==> config.mk <==
export PLATFORM = sky130hd
export DESIGN_NAME = issue_sequencer
export DESIGN_NICKNAME = d
export VERILOG_FILES = /design/src/rtl/issue_sequencer_pkg.sv /design/src/rtl/issue_sequencer_sat_counter.sv /design/src/rtl/issue_sequencer.sv
export SDC_FILE = /design/constraint.sdc
export NUM_CORES = 1
export LEC_CHECK = 0
export ABC_AREA = 1
export CORE_MARGIN = 2
export CORE_UTILIZATION = 45
export DETAILED_ROUTE_END_ITERATION = 10
export PLACE_DENSITY = 0.81
export SKIP_LAST_GASP = 1
export SLEW_MARGIN = 30
export SYNTH_ARGS = -nofsm -noshare
export SYNTH_HDL_FRONTEND = slang
export SYNTH_SLANG_ARGS = --single-unit
==> constraint.sdc <==
create_clock -name clock -period 2.9 [get_ports clock]
set_clock_uncertainty 0.05 [all_clocks]
set_input_delay 0.87 -clock clock [delete_from_list [all_inputs] [get_ports clock]]
set_output_delay 0.87 -clock clock [all_outputs]
set_load 0.05 [all_outputs]
==> src/rtl/issue_sequencer_pkg.sv <==
// Shared definitions for the ID-stage issue sequencer: rollback codes
// from the hazard detection unit and the sequencer state encoding.
package sys_defs;

  localparam logic [1:0] ROLLBACK_NONE = 2'd0;
  localparam logic [1:0] ROLLBACK_WAY1 = 2'd1;
  localparam logic [1:0] ROLLBACK_BOTH = 2'd2;

  typedef enum logic {
    IS_RUN,
    IS_DRAIN
  } ISSUE_STATE;

endpackage

==> src/rtl/issue_sequencer_sat_counter.sv <==
// Saturating up-counter with synchronous clear; sticks at all-ones
// instead of wrapping.
module sat_counter #(
  parameter int CNT_W = 32
) (
  input  logic             clock,
  input  logic             clear,
  input  logic             inc,
  output logic [CNT_W-1:0] count
);

  always_ff @(posedge clock) begin
    if (clear) begin
      count <= '0;
    end else if (inc && (count != '1)) begin
      count <= count + 1'b1;
    end
  end

endmodule

==> src/rtl/issue_sequencer.sv <==
// Per-cycle issue controller for the 2-way ID stage: turns hazard rollback,
// EX mispredict and memory back-pressure into issue valids, register load
// enables and fetch redirects, and tracks the post-redirect drain window.
//
// Handshake: there is no valid/ready pair here; every output is a pure
// function of the current inputs, state and drain_left, valid in the same
// cycle, and the pipeline registers act on them at the next rising clock.
module issue_sequencer
  import sys_defs::*;
#(
  parameter int FETCH_LAT = 1,
  parameter int CNT_W     = 32
) (
  input  logic             clock,
  input  logic             reset,
  input  logic [1:0]       id_valid,
  input  logic [31:0]      id_pc_1,
  input  logic [1:0]       rollback,
  input  logic             ex_mispredict,
  input  logic [31:0]      ex_target,
  input  logic             mem_busy,
  output logic [1:0]       issue_valid,
  output logic             if_id_enable,
  output logic             id_ex_enable,
  output logic             flush_ex,
  output logic             pc_redirect,
  output logic [31:0]      redirect_pc,
  output logic             draining,
  output logic [CNT_W-1:0] stall_cnt,
  output logic [CNT_W-1:0] replay_cnt
);

  localparam logic [1:0] DRAIN_LOAD = 2'(FETCH_LAT);

  ISSUE_STATE state, state_next;
  logic [1:0] drain_left, drain_next;
  logic       stall_inc, replay_inc;
  logic       replay_hit, stall_hit;

  // Hazard codes only take effect when the instructions they refer to exist.
  assign replay_hit = (rollback == ROLLBACK_WAY1) && (id_valid == 2'b11);
  assign stall_hit  = rollback[1] && id_valid[0];

  always_ff @(posedge clock) begin
    if (!reset) begin
      state      <= IS_RUN;
      drain_left <= 2'd0;
    end else begin
      state      <= state_next;
      drain_left <= drain_next;
    end
  end

  always_comb begin
    issue_valid  = 2'b00;
    if_id_enable = 1'b1;
    id_ex_enable = 1'b1;
    flush_ex     = 1'b0;
    pc_redirect  = 1'b0;
    redirect_pc  = ex_target;
    state_next   = state;
    drain_next   = drain_left;
    stall_inc    = 1'b0;
    replay_inc   = 1'b0;

    if (!reset) begin
      state_next = IS_RUN;
      drain_next = 2'd0;
    end else if (mem_busy) begin
      // Full freeze: EX keeps its packet, so a pending mispredict reappears.
      if_id_enable = 1'b0;
      id_ex_enable = 1'b0;
      stall_inc    = 1'b1;
    end else if (ex_mispredict) begin
      flush_ex    = 1'b1;
      pc_redirect = 1'b1;
      redirect_pc = ex_target;
      state_next  = IS_DRAIN;
      drain_next  = DRAIN_LOAD;
    end else if (state == IS_DRAIN) begin
      drain_next = drain_left - 2'd1;
      if (drain_left <= 2'd1) begin
        state_next = IS_RUN;
      end
    end else if (replay_hit) begin
      // Way 0 goes ahead; way 1 is refetched and returns as way 0.
      issue_valid = 2'b01;
      pc_redirect = 1'b1;
      redirect_pc = id_pc_1;
      replay_inc  = 1'b1;
      state_next  = IS_DRAIN;
      drain_next  = DRAIN_LOAD;
    end else if (stall_hit) begin
      if_id_enable = 1'b0;
      stall_inc    = 1'b1;
    end else begin
      issue_valid = id_valid;
    end
  end

  assign draining = (state == IS_DRAIN);

  sat_counter #(.CNT_W(CNT_W)) u_stall_cnt (
    .clock (clock),
    .clear (!reset),
    .inc   (stall_inc),
    .count (stall_cnt)
  );

  sat_counter #(.CNT_W(CNT_W)) u_replay_cnt (
    .clock (clock),
    .clear (!reset),
    .inc   (replay_inc),
    .count (replay_cnt)
  );

endmodule

# Word-level counts from Yosys, hierarchy flattened
# Index checks and enable logic that the tools add are counted.
# classes
addsub	3
n_mul	0
n_div	0
n_lt_le_gt_ge	1
n_eq_ne	4
shift	0
mux	42
bitwise	1
n_reduce_logical	6
# op_table
op	count
32-bit 2-to-1 mux	5
32-bit by 1-bit adder with 32-bit output, second input constant	2
32-bit inequality test, second input constant	2
1-bit 2-to-1 mux	28
2-bit 2-to-1 mux	9
1-bit logical AND	4
3-bit nonzero test	1
2-bit by 1-bit == test with 1-bit output, second input constant	1
2-bit == test, second input constant	1
2-bit by 1-bit less-or-equal comparator with 1-bit output, second input constant	1
2-bit AND reduction	1
2-bit by 1-bit subtractor with 2-bit output, second input constant	1
1-bit inverter	1
# totals
regBits	67
latchBits	0
ramBits	0
romBits	0
input_bits	72
output_inout_bits	103
word_cells	61
memories	0

# Logic depth before layout (Yosys ltp)
# Gate-level depths: netlist of run 1.
# logic_depth
depth_word	8
ltp_mapped	11
mapped_depth_nobuf	10

# By module
# From an unflattened synthesis of run 1, not the netlist that was laid out.
# unflattened
hier_cells	831
hier_area_um2	5170.0
# by_module_without_submodules
mod	instances	cells_per_inst	area_per_inst_um2	seq_area_each_um2
sat_counter	2	324	2062.0	640.6
issue_sequencer	1	183	1046.0	60.1

# Worst setup path before layout of run 1
# OpenSTA, ideal clock, no wires.
# synth_path
path_type	input port to output port
startpoint	in ex_mispredict
endpoint	out redirect_pc[10]
arrival_ps	2157
required_time_ps	1980
path_slack_ps	-177
path_stages	7
path_buffers	2
path_cell_list	nor2_1 nand2_1 nor2_4 buf_2 buf_2 nand2_1 nand2_1
# synth_via
elab_chain_len	3
# synth_lines
item	line	text
from (decl)	issue_sequencer.sv:19	input logic ex_mispredict,
32-bit 2-to-1 mux	issue_sequencer.sv:74	end else if (ex_mispredict) begin
32-bit 2-to-1 mux	issue_sequencer.sv:69	end else if (mem_busy) begin
32-bit 2-to-1 mux	issue_sequencer.sv:66	if (!reset) begin
to (decl)	issue_sequencer.sv:27	output logic [31:0] redirect_pc,
# Every way passes these cells.

# Worst setup path in the final report of run 1
# layout_path
startpoint	in rollback[1]
endpoint	out redirect_pc[8]
# layout_via
elab_chain_len	7
# layout_lines
item	line	text
from (decl)	issue_sequencer.sv:18	input logic [1:0] rollback,
2-bit by 1-bit == test with 1-bit output	issue_sequencer.sv:41	assign replay_hit = (rollback == ROLLBACK_WAY1) && (id_valid == 2'b11);
1-bit logical AND	issue_sequencer.sv:41	
32-bit 2-to-1 mux	issue_sequencer.sv:85	end else if (replay_hit) begin
32-bit 2-to-1 mux	issue_sequencer.sv:80	end else if (state == IS_DRAIN) begin
32-bit 2-to-1 mux	issue_sequencer.sv:74	
32-bit 2-to-1 mux	issue_sequencer.sv:69	
32-bit 2-to-1 mux	issue_sequencer.sv:66	
# Every way passes these cells.

==> results_dict.tcl, run 1 <==
set metrics [dict create \
    clk_pin_slew_ns 0.07 \
    synth_xor_area_share_pct 5.45 \
    synth-edff-count 0 \
    holdPathStages 2 \
    root_buffer "clkbuf_8" \
    yosysWarnings 0 \
    synth_cell_types 27 \
    outcome "finished, violations left" \
    start_util_pct 46.5 \
    cts_tree "yes" \
    ant_nets 0 \
    ir_drop_uv 273 \
    rsz0062_at_grt "yes" \
    synthCells 820 \
    critPathMaxStageDelay_ns 0.24 \
    routed_wl_mm 16.0 \
    crit_path_end_kind "output pin" \
    cp_max_fo 16 \
    firstDrtPassIters 5 \
    place_area_um2 6960 \
    top_level_ports 175 \
    vias 5673 \
    place_hpwl_mm 11.2 \
    synth_top_family_by_area "simple AND/OR/NAND/NOR gates" \
    core_um2 10400 \
    drc 0 \
    viasPerCell 4.92 \
    cp_data_arrival_time_ns 2.04 \
    worst_pin_slew_ns 0.645 \
    yosys.area_share.simple_pct 49.3 \
    slew_headroom_pct 57.0 \
    num_antenna_cells 0 \
    fmax_mhz 338 \
    wire_per_inst_um 13.9 \
    fillers 835 \
    ff2ff_path_depth 10 \
    fin_tns_setup_ns -1.56 \
    cp_data_required_time_ns 1.98 \
    clockBufferDepth 2 \
    async_flop_share_pct 0 \
    reg2reg_to "u_stall_cnt.count[6]$_SDFFE_PN0P_" \
    synth_fa_ha_area_share_pct 0.779 \
    final_net_count 1087 \
    hold_buffers 0 \
    die_h_um 108 \
    die_area_um2 11600 \
    cp_slowest_cell "nor2_4" \
    netlist_top_cells_area "nand2_1 28%, dfxtp_1 28%, nor2_1 9.7%" \
    final_cell_mix "285 x nand2_1, 129 x clkdlybuf4s50_1, 122 x nor2_1" \
    grt_max_degree 49 \
    crit_type "in2out" \
    hp-start "drain_left[1]$_SDFFE_PN0P_" \
    synth_compound_area_share_pct 8.05 \
    hold_violations 0 \
    min_path_type "reg2reg" \
    grt_pass1_wl_mm 25.0 \
    drt_iter0_markers 262 \
    synth_ff_type "dfxtp_1" \
    place.gp.congestion 0.959 \
    fp.dieW_um 108 \
    cts.sinks 67 \
    antenna_found_initial 0 \
    core.rowCount 37 \
    violations "setup timing" \
    muxShareOfSynthArea_pct 0 \
    synth.net_count 895 \
    seq_area_um2 1340 \
    grt_overflow 0 \
    multi_input_area_um2 3510 \
    grt_use_total_pct 27.1 \
    worst-r2r-setup-slack_ns 0.92 \
    drive_gt1_share_pct 22.4 \
    area_delta_synth_final_pct 60.0 \
    setup_violations 32 \
    crit_top_cell "buf_6" \
    avgSynthCellArea_um2 5.88 \
    portBuffers 174 \
    fin_crit_ns 2.96 \
    cap_violations 0 \
    p_per_area_nw_per_um2 299 \
    fin_crit_sh_pct 102 \
    grt_pass1_vias 5311 \
    finalInstanceArea_um2 7710 \
    r2r-start "u_stall_cnt.count[0]$_SDFFE_PN0P_" \
    slew_viol_final 0 \
    cts_inserted_buffers 9 \
    layout_commonest_cell "nand2_1" \
    setup.worst_path.start_class "primary input" \
    synth_area_leader_cell "nand2_1" \
    p_leak_nw 2.86 \
    final_util_pct 74.4 \
    yosysTopAreaCellShare_pct 28.4 \
    syn_area_um2 4820 \
    h-tree-depth 3 \
    hold_path_end "drain_left[1]$_SDFFE_PN0P_" \
    yosys_register_bits 67 \
    clkLatencyLatePin_ns 0.34 \
    crit_chain "buf_6 > inv_2 > nand4_1 > nor2_4 > buf_6 > inv_8 > buf_12 > nand2_2 > nand2_4 > buf_6" \
    ys_seq_area_share_pct 27.8 \
    fin_ws_ns -0.0615 \
    report.power.total_mw 2.30 \
]
## per-layer routing
metal	track usage [%]	up-vias	wire length (um)
met1	33.2	2572	6800
li1	-	2921	-
met3	3.87	26	716
met2	48.0	154	8230
met4	9.62	0	289
met5	0	-	0
## cell usage after synthesis (2+ instances only)
library cell  number
a21oi_1           27
a21oi_2           20
a31o_2             2
buf_12             3
buf_2              7
buf_6              4
clkbuf_1           8
dfxtp_1           67
ha_1               3
inv_1             60
inv_2              3
nand2_1          365
nand2_2            9
nand2_4            6
nand3_1           32
nand4_1           15
nor2_1           124
nor2_2             8
nor2_4             4
nor3_1             7
o21ai_0           12
xnor2_1           12
xor2_1            18
## stage by stage
| step | hold slack, ns | worst slack, ns | std cells |
|---|---|---|---|
| 3_5_place_dp | 0.409 | -0.432 | 1127 |
| 4_1_cts | 0.419 | -0.0193 | 1152 |
| 2_1_floorplan | 0.389 | -0.0209 | 820 |
| 6_report | 0.416 | -0.0615 | 1152 |
| 3_3_place_gp | 0.401 | -0.397 | 1127 |
| 5_1_grt | 0.452 | -0.125 | 1152 |
## kinds of logic (layout without fill, tap and decap cells)
kind of cell / Yosys count / count (layout)
flip-flops: 67 / 67
buffers and inverters: 86 / 282
adder cells (fa/ha/maj): 3 / 3
AND/OR/NAND/NOR: 573 / 573
AO/OA/AOI/OAI: 61 / 61
XOR/XNOR: 30 / 30
## flip-flops by register name (all words and copies together), names as in the netlist
register / cells
u_replay_cnt.count: 32
u_stall_cnt.count: 32
drain_left: 2
draining: 1
## final cells by class
type	count	area share, %
clock buffers	11	1.96
inverters	63	3.16
flip-flops and latches	67	17.4
repair buffers	204	28.8
well taps	136	2.21
clock inverters	4	0.957
multi-input cells	667	45.5
## worst max path at each step
stage,depth (start not counted),end,slack [ns],startpoint
floorplan,7,redirect_pc[10],-0.02,rollback[1]
CTS,10,redirect_pc[23],-0.02,rollback[1]
global placement,10,redirect_pc[12],-0.40,reset
finish,10,redirect_pc[8],-0.06,rollback[1]
global route,10,redirect_pc[21],-0.12,rollback[1]
detailed placement,10,redirect_pc[9],-0.43,reset
## critical path: cells and delay by family
kind | cells | cell delay (ns)
AND/OR/NAND/NOR | 4 | 0.52
buffers and inverters | 6 | 0.62
## power by group
part	internal [mW]	leakage [nW]	switching (mW)
Clock	0.527	0.115	0.365
Sequential	0.924	0.540	0.00708
Combinational	0.222	2.20	0.258
Total	1.67	2.86	0.630
## timing repair
item / CTS / global route
gates resized for setup: 118 / 39
cloned: 3 / 1
pin swaps: 7 / 2
setup buffers: 7 / 0
setup endpoints to repair: 37 / 33
Power figures use the tool's default switching activity.
==> inputs of run 2 (changes only) <==
--- a/config.mk
+++ b/config.mk
@@ -10,7 +10,6 @@
 export CORE_UTILIZATION = 45
 export DETAILED_ROUTE_END_ITERATION = 10
 export PLACE_DENSITY = 0.81
-export SKIP_LAST_GASP = 1
 export SLEW_MARGIN = 30
 export SYNTH_ARGS = -nofsm -noshare
 export SYNTH_HDL_FRONTEND = slang
==> results_dict.tcl, run 2 (synthesis gave the netlist of run 1 again) <==
set metrics [dict create \
    outcome "finished, violations left" \
    violations "setup timing" \
    ant_nets 0 \
    cp_data_arrival_time_ns 2.05 \
    slew_headroom_pct 56.9 \
    cp_slowest_cell "nor2_4" \
    wire_per_inst_um 13.9 \
    place.gp.congestion 0.959 \
    slew_viol_final 0 \
    drt_iter0_markers 273 \
    drc 0 \
    layout_commonest_cell "nand2_1" \
    core_um2 10400 \
    crit_top_cell "buf_6" \
    firstDrtPassIters 5 \
    final_cells 1152 \
    die_area_um2 11600 \
    setup.worst_path.start_class "primary input" \
    drive_gt1_share_pct 22.4 \
    p_leak_nw 2.86 \
    hold_violations 0 \
    cts_tree "yes" \
    final_cell_mix "285 x nand2_1, 129 x clkdlybuf4s50_1, 122 x nor2_1" \
    start_util_pct 46.5 \
    pre_cts_ws_ns -0.432 \
    grt_max_degree 49 \
    final_util_pct 74.4 \
    h-tree-depth 3 \
    crit_family "buffers and inverters" \
    clockBufferDepth 2 \
    fmax_mhz 337 \
    rsz0062_at_grt "yes" \
    grt_pass1_vias 5311 \
    area_delta_synth_final_pct 60.0 \
    worst_pin_slew_ns 0.647 \
    fp.dieW_um 108 \
    largest_registers "u_replay_cnt.count (32), u_stall_cnt.count (32), drain_left (2)" \
    ir_drop_uv 273 \
    cts.sinks 67 \
    fin_crit_ns 2.97 \
    critPathMaxStageDelay_ns 0.24 \
    crit_path_end_kind "output pin" \
    crit_type "in2out" \
    die_h_um 108 \
    fin_crit_sh_pct 102 \
    vias 5685 \
    hold_buffers 0 \
    crit_chain "buf_6 > inv_2 > nand4_1 > nor2_4 > buf_6 > inv_8 > buf_12 > nand2_2 > nand2_4 > buf_6" \
    cp_data_required_time_ns 1.98 \
    num_antenna_cells 0 \
    grt_use_total_pct 27.1 \
    top_level_ports 175 \
    viasPerCell 4.93 \
    fin_ws_ns -0.0656 \
    cp_max_fo 16 \
    setup_violations 32 \
    antenna_found_initial 0 \
    clkLatencyLatePin_ns 0.34 \
    worst-path-buf-inv 6 \
    report.power.total_mw 2.30 \
    final_net_count 1087 \
    clk_pin_slew_ns 0.07 \
    place_inst 1127 \
    cap_violations 0 \
    grt_overflow 0 \
    grt_pass1_wl_mm 25.0 \
    p_per_area_nw_per_um2 299 \
    place_hpwl_mm 11.2 \
    portBuffers 174 \
    cts_inserted_buffers 9 \
    root_buffer "clkbuf_8" \
    core.rowCount 37 \
    min_path_type "reg2reg" \
    routed_wl_mm 16.1 \
]
run 2: cell counts in the layout (fill, tap and decap cells not counted):
Identical to the previous run, type by type.
run 2: where the power goes:
group / switching, mW / internal [mW] / leakage, nW
clock network: 0.365 / 0.527 / 0.115
registers: 0.00708 / 0.924 / 0.540
logic: 0.258 / 0.222 / 2.20
total: 0.630 / 1.67 / 2.86
run 2: final timing paths:
| path | from | cells past startpoint | slack, ns | to |
|---|---|---|---|---|
| setup / recovery | rollback[1] | 10 | -0.07 | redirect_pc[8] |
| hold / removal | drain_left[1]$_SDFFE_PN0P_ | 2 | 0.42 | drain_left[1]$_SDFFE_PN0P_ |
| setup reg to reg | u_stall_cnt.count[0]$_SDFFE_PN0P_ | 10 | 0.92 | u_stall_cnt.count[6]$_SDFFE_PN0P_ |
| hold reg to reg | drain_left[1]$_SDFFE_PN0P_ | 2 | 0.42 | drain_left[1]$_SDFFE_PN0P_ |
run 2: per-stage QoR:
step	TNS (ns)	hold slack, ns	area, um^2
6_report	-1.69	0.416	7710
5_1_grt	-3.53	0.452	7710
4_1_cts	-0.268	0.419	7590
3_5_place_dp	-14.67	0.409	6960
3_3_place_gp	-13.51	0.401	6960
2_1_floorplan	-0.0209	0.389	5050
run 2: per-layer routing:
layer | global-route usage [%] | vias up | routed length (um)
met5 | 0 | - | 0
li1 | - | 2919 | -
met4 | 9.62 | 0 | 289
met2 | 48.0 | 156 | 8260
met1 | 33.2 | 2584 | 6810
met3 | 3.87 | 26 | 707
run 2: tightest hold or removal path: stages (launching register included):
cell and delay, ns:
dfxtp_1 0.31, nand2_1 0.06, a21oi_1 0.05
run 2: area by class of cell:
cell class | instances | area (um^2)
multi-input combinational | 667 | 3510
tap | 136 | 170
fill | 835 | 2660
sequential | 67 | 1340
timing repair buffer | 204 | 2220
clock buffer | 11 | 151
clock inverter | 4 | 73.8
inverter | 63 | 244
run 2: timing repair:
item,CTS,global route
setup endpoints to repair,37,33
gates resized for setup,118,39
buffers inserted,7,0
endpoints found under the hold margin,0,0
gates cloned,3,1
pin swaps,7,2
==> inputs of run 3 (changes only) <==
--- a/config.mk
+++ b/config.mk
@@ -8,6 +8,7 @@
 export ABC_AREA = 1
 export CORE_MARGIN = 2
 export CORE_UTILIZATION = 45
+export CTS_CLUSTER_DIAMETER = 200
 export DETAILED_ROUTE_END_ITERATION = 10
 export PLACE_DENSITY = 0.81
 export SLEW_MARGIN = 30
==> constraint.sdc (replaced) <==
create_clock -name clock -period 2.9 [get_ports clock]
set_clock_uncertainty 0.05 [all_clocks]
set_input_delay 0.29 -clock clock [delete_from_list [all_inputs] [get_ports clock]]
set_output_delay 0.29 -clock clock [all_outputs]
set_load 0.05 [all_outputs]
==> results_dict.tcl, run 3 (synthesis gave the netlist of run 1 again) <==
set metrics [dict create \
    grt_pass1_wl_mm 23.5 \
    final_cells 1126 \
    report.power.total_mw 2.04 \
    hold_buffers 0 \
    pre_cts_ws_ns 0.268 \
    core_um2 10400 \
    p_per_area_nw_per_um2 303 \
    switching_share_pct 29.7 \
    grt_overflow 0 \
    drive_gt1_share_pct 11.2 \
    slew_viol_final 0 \
    fin_crit_sh_pct 88.2 \
    die_area_um2 11600 \
    cp_slowest_cell "inv_1" \
    viasPerCell 4.90 \
    post-cts-setup-buffers 0 \
    clkLatencyLatePin_ns 0.35 \
    min_path_type "reg2reg" \
    largest_registers "u_replay_cnt.count (32), u_stall_cnt.count (32), drain_left (2)" \
    cp_data_arrival_time_ns 2.22 \
    pwr-share-seq_pct 45.7 \
    drt_iter0_markers 288 \
    outcome "finished, final reports clean" \
    p_int_mw 1.43 \
    cts.sinks 67 \
    worst_pin_slew_ns 0.926 \
    setup.worst_path.start_class "register" \
    worst-r2r-setup-slack_ns 0.59 \
    place_inst 1111 \
    wire_per_inst_um 13.1 \
    portBuffers 174 \
    hp-start "drain_left[1]$_SDFFE_PN0P_" \
    top_level_ports 175 \
    power_switching_uw 604 \
    routed_wl_mm 14.7 \
    hold_path_end "drain_left[1]$_SDFFE_PN0P_" \
    clockBufferDepth 2 \
    ff2ff_path_depth 8 \
    cts_tree "yes" \
    place.gp.congestion 0.941 \
    p_comb_share_pct 18.5 \
    area_delta_synth_final_pct 39.3 \
    clk_pin_slew_ns 0.07 \
    firstDrtPassIters 6 \
    setup_violations 0 \
    p_leak_nw 2.53 \
    fin_tns_setup_ns 0 \
    holdPathStages 2 \
    antenna_found_initial 0 \
    die_h_um 108 \
    fin_ws_ns 0.342 \
    r2r-start "draining$_SDFFE_PN0N_" \
    cts_inserted_buffers 9 \
    hold_violations 0 \
    cts_resized 0 \
    rsz0062_at_grt "no" \
    place_hpwl_mm 11.2 \
    grt_max_degree 49 \
    critPathMaxStageDelay_ns 0.67 \
    p_clk_share_pct 35.8 \
    slew_headroom_pct 38.2 \
    ant_nets 0 \
    crit_family "buffers and inverters" \
    fmax_mhz 391 \
    seq_area_um2 1340 \
    crit_type "reg2out" \
    crit_chain "nor2_1 > nand2_1 > nor2_4 > inv_1 > nand2_1 > nand2_1 > buf_4" \
    crit_path_end_kind "output pin" \
    reg2reg_to "u_replay_cnt.count[2]$_SDFFE_PN0P_" \
    multi_input_area_um2 3070 \
    worst-path-buf-inv 2 \
    drc 0 \
    grt_pass1_vias 5015 \
    final_net_count 1061 \
    vias 5519 \
    final_util_pct 64.8 \
    h-tree-depth 3 \
    fin_crit_ns 2.56 \
    layout_commonest_cell "nand2_1" \
    fillers 986 \
    ir_drop_uv 179 \
    num_antenna_cells 0 \
    cp_max_fo 32 \
    cp_data_required_time_ns 2.56 \
    fp.dieW_um 108 \
    grt_use_total_pct 25.2 \
    start_util_pct 46.5 \
    final_cell_mix "365 x nand2_1, 136 x clkdlybuf4s50_1, 124 x nor2_1" \
    core.rowCount 37 \
    crit_top_cell "nand2_1" \
    root_buffer "clkbuf_8" \
    cap_violations 0 \
]
[run 3: power groups by stage]
stage	sequential (mW)	clock, mW	combinational (mW)
floorplan	0.964	0	0.197
global placement	0.953	0	0.373
detailed placement	0.952	0	0.374
CTS	0.931	0.745	0.376
global route	0.932	0.779	0.395
finish	0.931	0.729	0.376
[run 3: worst min-delay path, cell delays in order (launching register included)]
cell and delay, ns:
dfxtp_1 0.31, nand2_1 0.06, a21oi_1 0.05
[run 3: routing by layer]
layer,share of wire [%],GRT usage (%),wire length [um],up-vias
li1,-,-,-,2870
met1,43,31.8,6410,2469
met2,49,43.1,7250,160
met3,5.5,5.15,804,20
met4,1.8,7.51,272,0
met5,0,0,0,-
[run 3: cell type report]
class,instances,area share (%)
inverter,63,3.52
multi-input combinational,667,45.6
timing repair buffer,178,25.7
clock inverter,4,0.391
sequential,67,20.0
clock buffer,11,2.25
tap,136,2.53
[run 3: metrics by stage]
step | hold slack, ns | instance area, um^2
2_1_floorplan | 0.389 | 4820
3_3_place_gp | 0.402 | 6540
3_5_place_dp | 0.404 | 6540
4_1_cts | 0.415 | 6720
5_1_grt | 0.452 | 6720
6_report | 0.411 | 6720
[run 3: how the worst max path moves through the flow]
stage                                                endpoint  cells after the start  slack [ns]                   from
after floorplan                               redirect_pc[10]                      7        0.68  draining$_SDFFE_PN0N_
after global placement    u_replay_cnt.count[14]$_SDFFE_PN0P_                     10        0.30                  reset
after detailed placement  u_replay_cnt.count[14]$_SDFFE_PN0P_                      8        0.27            id_valid[0]
after CTS                                      redirect_pc[0]                      7        0.35  draining$_SDFFE_PN0N_
after global routing                          redirect_pc[28]                      7        0.12  draining$_SDFFE_PN0N_
final                                          redirect_pc[0]                      7        0.34  draining$_SDFFE_PN0N_
